## src/rtl/seg7_pkg.sv

```systemverilog
// Shared 7-segment definitions: segment patterns {a..g}, display codes and
// the capture FSM state encoding.
package seg7_pkg;

  localparam logic [6:0] SEG_0     = 7'b1111110;
  localparam logic [6:0] SEG_1     = 7'b0110000;
  localparam logic [6:0] SEG_2     = 7'b1101101;
  localparam logic [6:0] SEG_3     = 7'b1111001;
  localparam logic [6:0] SEG_4     = 7'b0110011;
  localparam logic [6:0] SEG_5     = 7'b1011011;
  localparam logic [6:0] SEG_6     = 7'b1011111;
  localparam logic [6:0] SEG_7     = 7'b1110000;
  localparam logic [6:0] SEG_8     = 7'b1111111;
  localparam logic [6:0] SEG_9     = 7'b1111011;
  localparam logic [6:0] SEG_L     = 7'b0001110;
  localparam logic [6:0] SEG_C     = 7'b1001110;
  localparam logic [6:0] SEG_BLANK = 7'b0000000;
  localparam logic [6:0] SEG_P     = 7'b1100111;
  localparam logic [6:0] SEG_N     = 7'b1110110;
  localparam logic [6:0] SEG_A     = 7'b1110111;

  localparam logic [3:0] CODE_0     = 4'h0;
  localparam logic [3:0] CODE_1     = 4'h1;
  localparam logic [3:0] CODE_2     = 4'h2;
  localparam logic [3:0] CODE_3     = 4'h3;
  localparam logic [3:0] CODE_4     = 4'h4;
  localparam logic [3:0] CODE_5     = 4'h5;
  localparam logic [3:0] CODE_6     = 4'h6;
  localparam logic [3:0] CODE_7     = 4'h7;
  localparam logic [3:0] CODE_8     = 4'h8;
  localparam logic [3:0] CODE_9     = 4'h9;
  localparam logic [3:0] CODE_L     = 4'hA;
  localparam logic [3:0] CODE_C     = 4'hB;
  localparam logic [3:0] CODE_BLANK = 4'hC;
  localparam logic [3:0] CODE_P     = 4'hD;
  localparam logic [3:0] CODE_N     = 4'hE;
  localparam logic [3:0] CODE_A     = 4'hF;

  localparam logic [1:0] IDLE  = 2'd0;
  localparam logic [1:0] TRACK = 2'd1;
  localparam logic [1:0] HELD  = 2'd2;

endpackage

```

## src/rtl/seg7_decode.sv

```systemverilog
// Combinational 7-segment pattern to display-code decoder; valid is low for
// any pattern outside the 16-entry table.
module seg7_decode
  import seg7_pkg::*;
(
  input  logic [6:0] seg_in,
  output logic [3:0] code,
  output logic       valid
);

  // NOTE: every output gets a default first so no path through the case
  // leaves it unassigned, which would infer a latch.
  always_comb begin
    code  = CODE_0;
    valid = 1'b1;
    case (seg_in)
      SEG_0:     code = CODE_0;
      SEG_1:     code = CODE_1;
      SEG_2:     code = CODE_2;
      SEG_3:     code = CODE_3;
      SEG_4:     code = CODE_4;
      SEG_5:     code = CODE_5;
      SEG_6:     code = CODE_6;
      SEG_7:     code = CODE_7;
      SEG_8:     code = CODE_8;
      SEG_9:     code = CODE_9;
      SEG_L:     code = CODE_L;
      SEG_C:     code = CODE_C;
      SEG_BLANK: code = CODE_BLANK;
      SEG_P:     code = CODE_P;
      SEG_N:     code = CODE_N;
      SEG_A:     code = CODE_A;
      default:   valid = 1'b0;
    endcase
  end

endmodule

```

## src/rtl/seg7_capture.sv

```systemverilog
// Scanned 7-segment bus capture: debounces each {pattern, select} sample run,
// decodes it and keeps a per-digit code bank with change strobe.
module seg7_capture
  import seg7_pkg::*;
#(
  parameter  int DIGITS = 4,
  parameter  int STABLE = 3,
  localparam int IDX_W  = (DIGITS > 1) ? $clog2(DIGITS) : 1
) (
  input  logic                  clk,
  input  logic                  reset,
  input  logic [6:0]            seg_in,
  input  logic [DIGITS-1:0]     dig_sel,
  output logic [4*DIGITS-1:0]   codes,
  output logic [DIGITS-1:0]     code_err,
  output logic                  upd,
  output logic [IDX_W-1:0]      upd_idx
);

  localparam logic [3:0] STABLE_C = 4'(STABLE);

  logic [6:0]        prev_seg;
  logic [DIGITS-1:0] prev_sel;
  logic [3:0]        cnt, cnt_next;
  logic [1:0]        state, state_next;
  logic              onehot, same, commit, changed;
  logic [IDX_W-1:0]  sel_idx;
  logic [3:0]        dec_code, cur_code;
  logic              dec_valid, cur_err;

  seg7_decode u_decode (
    .seg_in (seg_in),
    .code   (dec_code),
    .valid  (dec_valid)
  );

  always_comb begin
    sel_idx = '0;
    for (int i = 0; i < DIGITS; i++) begin
      if (dig_sel[i]) sel_idx = IDX_W'(i);
    end
  end

  assign onehot   = $onehot(dig_sel);
  assign same     = onehot && (seg_in == prev_seg) && (dig_sel == prev_sel);
  assign cur_code = codes[4*sel_idx +: 4];
  assign cur_err  = code_err[sel_idx];

  always_comb begin
    cnt_next   = 4'd0;
    state_next = IDLE;
    if (onehot) begin
      if (!same)                cnt_next = 4'd1;
      else if (cnt < STABLE_C)  cnt_next = cnt + 4'd1;
      else                      cnt_next = cnt;
      state_next = (cnt_next == STABLE_C) ? HELD : TRACK;
    end
  end

  // A sample that already committed stays in HELD and must not commit again.
  assign commit  = onehot && (cnt_next == STABLE_C) && !(same && state == HELD);
  assign changed = dec_valid ? ((cur_code != dec_code) || cur_err) : !cur_err;

  // NOTE: state uses non-blocking assignments so every register samples the
  // pre-edge values computed above, regardless of statement order.
  always_ff @(posedge clk) begin
    if (reset) begin
      // NOTE: the code bank is reset explicitly; readers rely on it showing
      // code 0 / no error before any digit has been observed.
      codes    <= '0;
      code_err <= '0;
      upd      <= 1'b0;
      upd_idx  <= '0;
      cnt      <= 4'd0;
      state    <= IDLE;
      prev_seg <= '0;
      prev_sel <= '0;
    end else begin
      prev_seg <= seg_in;
      prev_sel <= dig_sel;
      cnt      <= cnt_next;
      state    <= state_next;
      upd      <= commit && changed;
      if (commit) begin
        upd_idx           <= sel_idx;
        code_err[sel_idx] <= !dec_valid;
        if (dec_valid) codes[4*sel_idx +: 4] <= dec_code;
      end
    end
  end

endmodule

```

## config.mk

```make
export PLATFORM = sky130hd
export DESIGN_NAME = seg7_capture
export DESIGN_NICKNAME = d
export VERILOG_FILES = /design/src/rtl/seg7_pkg.sv /design/src/rtl/seg7_decode.sv /design/src/rtl/seg7_capture.sv
export SDC_FILE = /design/constraint.sdc
export NUM_CORES = 1
export LEC_CHECK = 0
export ABC_AREA = 1
export CORE_ASPECT_RATIO = 0.6
export CORE_UTILIZATION = 55
export CTS_CLUSTER_DIAMETER = 60
export CTS_CLUSTER_SIZE = 25
export DETAILED_ROUTE_END_ITERATION = 8
export GPL_ROUTABILITY_DRIVEN = 0
export GPL_TIMING_DRIVEN = 0
export PLACE_DENSITY = 0.88
export SYNTH_ARGS = -nofsm -noshare
export SYNTH_HDL_FRONTEND = slang
export SYNTH_HIERARCHICAL = 1
export SYNTH_SLANG_ARGS = --single-unit
```

## constraint.sdc

```tcl
create_clock -name clk -period 3.4 [get_ports clk]
set_input_delay 0.68 -clock clk [delete_from_list [all_inputs] [get_ports clk]]
set_output_delay 0.68 -clock clk [all_outputs]
set_load 0.01 [all_outputs]
```

==> results of run 1 <==
==> metal layers <==
layer	share of wire, %	up-vias	routed length (um)	GRT usage, %
li1	-	1457	-	-
met1	44	1294	3177	41.38
met2	40	199	2893	40.09
met3	14	24	1019	10.11
met4	2.1	0	155	9.598
met5	0	-	0	0
==> tightest hold or removal path: cells and delay by family (launching register included) <==
family,cells,cell delay [ns]
flip-flops,1,0.34
AND/OR/NAND/NOR,2,0.11
==> timing repair <==
item / in CTS / in global routing
hold buffers: 0 / 0
cloned: 0 / 1
setup endpoints to repair: 2 / 23
pin swaps: 1 / 6
endpoints found under the hold margin: 0 / 0
buffers inserted: 2 / 3
gates resized for setup: 0 / 7
==> stage by stage <==
stage	TNS, ns	instances
6_report	0	555
5_1_grt	0	555
4_1_cts	0	551
3_5_place_dp	-5.652	541
3_3_place_gp	-3.471	541
2_1_floorplan	0	443
==> how the worst max path moves through the flow <==
stage,startpoint,slack (ns),end,cells past startpoint
finish,dig_sel[2],0.34,codes[3],9
global route,dig_sel[2],0.11,codes[3],9
CTS,dig_sel[0],0.02,codes[9],17
detailed placement,dig_sel[0],-0.36,codes[9],17
global placement,dig_sel[0],-0.28,codes[9],17
floorplan,dig_sel[0],0.52,codes[10],16
==> cell usage in the layout (no fill, tap or decap), types with 2 or more instances in the layout <==
master,synthesis,routed
nand2_1,131,131
nor2_1,86,86
inv_1,68,68
dfxtp_1,40,40
clkdlybuf4s50_1,0,32
nand3_1,21,21
nand4_1,12,12
a21oi_1,12,12
o21ai_0,11,11
ha_1,10,10
inv_2,7,7
nor3_1,7,7
nor2_4,4,6
nand3_2,5,5
buf_4,1,5
clkbuf_8,0,5
nor2_2,6,4
buf_2,2,3
clkbuf_1,2,3
o211ai_1,3,3
dlymetal6s2s_1,0,3
xnor2_1,2,2
buf_1,2,2
nand4_4,0,2
nand2_2,2,2
==> power by group through the flow <==
| stage | Sequential, mW | Clock (mW) | Combinational [mW] |
|---|---|---|---|
| after floorplan | 0.492 | 0 | 0.123 |
| after global placement | 0.493 | 0 | 0.170 |
| after detailed placement | 0.494 | 0 | 0.176 |
| after CTS | 0.482 | 0.393 | 0.177 |
| after global routing | 0.484 | 0.419 | 0.210 |
| final | 0.483 | 0.393 | 0.189 |
==> sequential cells by signal (all words and copies together), names as in the netlist <==
signal,cells
prev_sel,4
prev_seg,7
codes,16
code_err,4
state,2
upd,1
upd_idx,2
cnt,4
==> logic make-up after synthesis <==
kind of cell    count (synthesis)  share of synthesized area [%]
compound gates                 28                          5.720
xor+xnor                        2                         0.6565
fa+ha+maj                      11                          5.438
buf+inv                        83                          12.19
flops                          40                          30.00
simple gates                  279                          45.99
==> area by class of cell <==
class / instances / area share, %
clock buffer: 6 / 2.202
buffer: 8 / 1.329
tap: 63 / 2.392
timing repair buffer: 41 / 12.53
sequential: 40 / 24.30
clock inverter: 2 / 1.063
multi-input combinational: 320 / 47.65
inverter: 75 / 8.542
==> results.md, run 1 <==
- Area grow syn2layout: 23.49%
- Unique masters post-synth: 28
- Combinational Power Share: 17.8%
- Register share of total power: 45.3%
- Reg2reg start: cnt[0]
- # rows: 19
- Die Area: 5144 um2
- Crit path launch type: input pin
- Fin Hold WS: 0.4820 ns
- Clock transition at the registers of the reported paths: 0.08 ns
- Worst path max stage delay: 0.55 ns
- CTS tree: built
- Worst Setup Path Type: in -> reg
- Pre-CTS WS: -0.3631 ns
- Max Clk Rate: 0.3268 GHz
- # setup viols final: 0
- Multi-input gate area: 1570 um2
- Clock sinks: 40
- Nets: 515
- Worst IR Drop VDD: 0.2320 mV
- Sequential Area: 800.8 um2
- Synth area leaders: dfxtp_1 30%, nand2_1 18%, nor2_1 12%, inv_1 9.6%, ha_1 4.7%
- Pins Over Slew Limit: 0
- FF-to-FF path depth: 12
- RSZ-0062 raised after global routing: no
- Max FO, Critical Path: 12
- Reg-to-Reg End: codes[9]
- Flops & latches, synth: 40
- Worst path top cell family by delay: simple AND/OR/NAND/NOR gates
- Clk_lat worst skew: 0.30 ns
- Port bufs: 35
- Area after DPL: 3098 um2
- Async S/R FF share, synth: 0%
- Util after Layout: 71.46%
- Total grt overflow: 0
- Die Span X: 91.93 um
- Area share of the leading cell type in the synthesized netlist: 30.00%
- Largest net degree at the start of global routing: 14
- Via-to-Cell Ratio: 5.359
- Slowest cell on crit path: nor2_1
- Pwr Density: 323.1 nW/um2
- Initial antenna violation count: 0
- Filler cells: 368
- Hold Path Stages: 2
- Hold Path Class: reg -> reg
- Ant diodes: 0
- Share of layout cells above drive strength 1: 9.146%
- Max-Cap Viols: 0
- Clk buf depth: 2
- Leakage: 1.658 nW
- Core area: 4612 um2
- Pwr Total: 1.065 mW
- Die span in y: 55.96 um
- Hold path startpoint: cnt[3]
- Routed wire length: 7245 um
- Synth top cells by count: 131 x nand2_1, 86 x nor2_1, 68 x inv_1
- CP Capture Type: flop
- Initial core utilization: 57.87%
- End of the worst hold path: cnt[3]
- Sequential share of the synthesized area: 30.00%
- First-pass GRT wire length: 11,500 um
- DRC Markers: 0
- Vias: 2,974
- Antenna-violating nets left: 0
- Switch share: 28.76%
- Crit path DAT: 3.30 ns
- Clock power share: 36.9%
- CTS buffer count: 5
- Fin area: 3296 um2
- Worst-margin pin slew: 0.6266 ns
- WL/cell: 13.05 um
- Final HPWL DP: 5322 um
- Final worst path period need: 3.060 ns
- Clock Root Buffer: clkbuf_8
- Mapped Area: 2669 um2
- Initial DRC Count: 424
- YS warnings: 6
- Syn_area_per_cell: 6.024 um2
- Hold Vio Cnt, Final: 0
- Power Internal: 0.7585 mW
- Final setup margin: 0.3405 ns
- Sw Pwr: 0.3062 mW
- R2r setup slk: 1.57 ns
- Slew headroom: 58.07%
- Final Cycle Share: 89.99%
- Most frequent cell after synthesis: nand2_1
- Crit path cell chain: clkdlybuf4s50_1 -> nor2_1 -> inv_2 -> ha_1 -> nor3_1 -> nand2_1 -> nand4_1 -> nand2_1 -> nor2_1
- Req. time, crit path: 3.64 ns
- H-tree depth: 2
- Post-synth EDFFs: 0
- Final clock skew: 0.009648 ns
- Most used DFF post-synth: dfxtp_1
- Mapped Nets: 467
- Synth Instances: 443
- Synth area leader: dfxtp_1
- CP Buf/Inv Count: 2
- Outcome: finished clean
- TritonRoute pass-1 iters: 5
- GRT Resource Usage Total: 28.90%
- Vias in the first global route: 2,489
- # IOs: 36
Note: power is estimated with default switching activity, not from simulation.
==> run 2: changes to the inputs <==
--- a/config.mk
+++ b/config.mk
@@ -7,13 +7,13 @@
 export LEC_CHECK = 0
 export ABC_AREA = 1
 export CORE_ASPECT_RATIO = 0.6
-export CORE_UTILIZATION = 55
+export CORE_UTILIZATION = 40
 export CTS_CLUSTER_DIAMETER = 60
 export CTS_CLUSTER_SIZE = 25
 export DETAILED_ROUTE_END_ITERATION = 8
 export GPL_ROUTABILITY_DRIVEN = 0
 export GPL_TIMING_DRIVEN = 0
-export PLACE_DENSITY = 0.88
+export PLACE_DENSITY = 0.69
 export SYNTH_ARGS = -nofsm -noshare
 export SYNTH_HDL_FRONTEND = slang
 export SYNTH_HIERARCHICAL = 1
==> results.md, run 2 (synthesis gave the netlist of run 1 again) <==
- Outcome: finished clean
- GRT Resource Usage Total: 20.75% (-8.1 points)
- Final clock skew: 0.007920 ns (-0.001729 ns)
- Ant diodes: 0 (unchanged)
- Crit path launch type: input pin
- Clock transition at the registers of the reported paths: 0.08 ns (about the same)
- Max-Cap Viols: 0 (unchanged)
- Worst Setup EP: codes[3]
- # setup viols final: 0 (unchanged)
- RSZ-0062 raised after global routing: no
- Nets: 516 (+0.19%)
- Final worst path period need: 2.990 ns (-0.06923 ns)
- CTS tree: built
- Reg-to-Reg End: codes[9]
- Largest register FFs: 16 (unchanged)
- Total grt overflow: 0 (unchanged)
- Clock sinks: 40 (unchanged)
- Largest net degree at the start of global routing: 14 (unchanged)
- Hold Vio Cnt, Final: 0 (unchanged)
- Leakage: 1.647 nW (-0.63%)
- Core area: 6276 um2 (+36%)
- Top reg by flops: codes
- Final HPWL DP: 5393 um (+1.3%)
- Worst Setup Path Type: in -> reg
- Reg2reg start: cnt[0]
- Port bufs: 35 (unchanged)
- H-tree depth: 2 (unchanged)
- FF-to-FF path depth: 12 (unchanged)
- R2r setup slk: 1.63 ns (+0.06 ns)
- Biggest regs: codes: 16 flops, prev_seg: 7 flops
- Max Clk Rate: 0.3344 GHz (+2.3%)
- Crit path DAT: 3.22 ns (-0.08 ns)
- Antenna-violating nets left: 0 (unchanged)
- Hold path startpoint: cnt[3]
- CTS buffer count: 5 (unchanged)
- Via-to-Cell Ratio: 4.915 (-8.3%)
- # rows: 22 (+3)
- Most frequent cells in the layout: 131 x nand2_1, 86 x nor2_1, 68 x inv_1
- Max FO, Critical Path: 12 (unchanged)
- Routed wire length: 6883 um (-5.0%)
- Die span in y: 65.27 um (+17%)
- Die Span X: 107.5 um (+17%)
- Pwr Total: 0.9770 mW (-8.2%)
- Final Cycle Share: 87.95% (-2.0 points)
- Hold Path Stages: 2 (unchanged)
- Post-route insts no fill: 576 (+3.8%)
- Initial antenna violation count: 0 (unchanged)
- Most common cell after layout, fill and taps aside: nand2_1
- Post-Place Cells: 562 (+3.9%)
- TritonRoute pass-1 iters: 5 (unchanged)
- Crit path launch: dig_sel[2]
- Vias in the first global route: 2,391 (-3.9%)
- First-pass GRT wire length: 11,310 um (-1.7%)
- Clk buf depth: 2 (unchanged)
- Slew headroom: 61.42% (+3.3 points)
- Worst-margin pin slew: 0.5766 ns (-0.05002 ns)
- Area grow syn2layout: 23.91%
- Hold Path Class: reg -> reg
- Die Area: 7013 um2 (+36%)
- WL/cell: 11.95 um (-8.5%)
- Clk_lat worst skew: 0.29 ns (about the same)
- Share of layout cells above drive strength 1: 9.146% (unchanged)
- Pins Over Slew Limit: 0 (unchanged)
- Pwr Density: 295.4 nW/um2 (-8.6%)
- # IOs: 36 (unchanged)
- DRC Markers: 0 (unchanged)
- Initial core utilization: 42.52% (-15 points)
- Req. time, crit path: 3.63 ns (about the same)
- Worst IR Drop VDD: 0.1551 mV (-33%)
- Vias: 2,831 (-4.8%)
- CP Capture Type: flop
- Clock Root Buffer: clkbuf_8
- Initial DRC Count: 239 (-44%)
==> run 2: changes by cell type in the layout (fill, tap and decap cells not counted) <==
cell,previous run,this run
bufinv_16,1,0
buf_4,5,6
nand3_2,5,4
nand3_4,0,1
==> run 2: worst min path at each step <==
stage,to
after CTS,cnt[3]
final,cnt[3]
after global placement,cnt[3]
after floorplan,cnt[3]
after global routing,cnt[3]
after detailed placement,cnt[3]
==> run 2: worst max-delay path, stage by stage <==
cell,delay (ns)
clkdlybuf4s50_1,0.51
nor2_1,0.51
inv_2,0.24
ha_1,0.41
nor3_1,0.47
nand2_1,0.11
nand4_1,0.12
nand2_1,0.06
nor2_1,0.10
==> run 2: layer usage <==
layer | routed length [um] | share of wire, % | GRT usage [%] | vias to the layer above
li1 | - | - | - | 1454
met1 | 3601 | 52 | 31.23 | 1242
met2 | 2598 | 38 | 28.63 | 128
met3 | 626 | 9.1 | 5.655 | 7
met4 | 55 | 0.80 | 4.966 | 0
met5 | 0 | 0 | 0 | -
==> run 2: area by class of cell <==
cell class                 count  area [um2]
tap                           84       105.1
clock inverter                 1       5.005
inverter                      75       281.5
fill                         626        2969
clock buffer                   6       72.57
sequential                    40       800.8
timing repair buffer          42       420.4
multi-input combinational    320        1578
buffer                         8       43.79
==> run 2: power by group <==
| group | total (mW) | switching, mW | internal, mW |
|---|---|---|---|
| Clock | 0.305 | 0.165 | 0.140 |
| Combinational | 0.190 | 0.125 | 0.0650 |
| Sequential | 0.482 | 0.00439 | 0.478 |
| Total | 0.977 | 0.295 | 0.682 |
==> run 2: repair_timing <==
| action | CTS | global route |
|---|---|---|
| hold buffers | 0 | 0 |
| gates resized for setup | 0 | 8 |
| endpoints found under the setup margin | 2 | 23 |
| cloned | 0 | 1 |
| pin swaps | 1 | 4 |
| setup buffers | 2 | 4 |
==> run 2: per-stage QoR <==
| stage | hold WS [ns] | instance area, um2 | setup WS, ns | utilization (%) | setup TNS [ns] |
|---|---|---|---|---|---|
| 2_1_floorplan | 0.4575 | 2669 | 0.5225 | - | 0 |
| 3_3_place_gp | 0.4653 | 3124 | -0.3179 | 49.78 | -4.427 |
| 3_5_place_dp | 0.4701 | 3124 | -0.3299 | 49.78 | -5.092 |
| 4_1_cts | 0.4818 | 3229 | 0.04306 | 51.46 | 0 |
| 5_1_grt | 0.4978 | 3307 | 0.1983 | 52.69 | 0 |
| 6_report | 0.4787 | 3307 | 0.4097 | 52.69 | 0 |
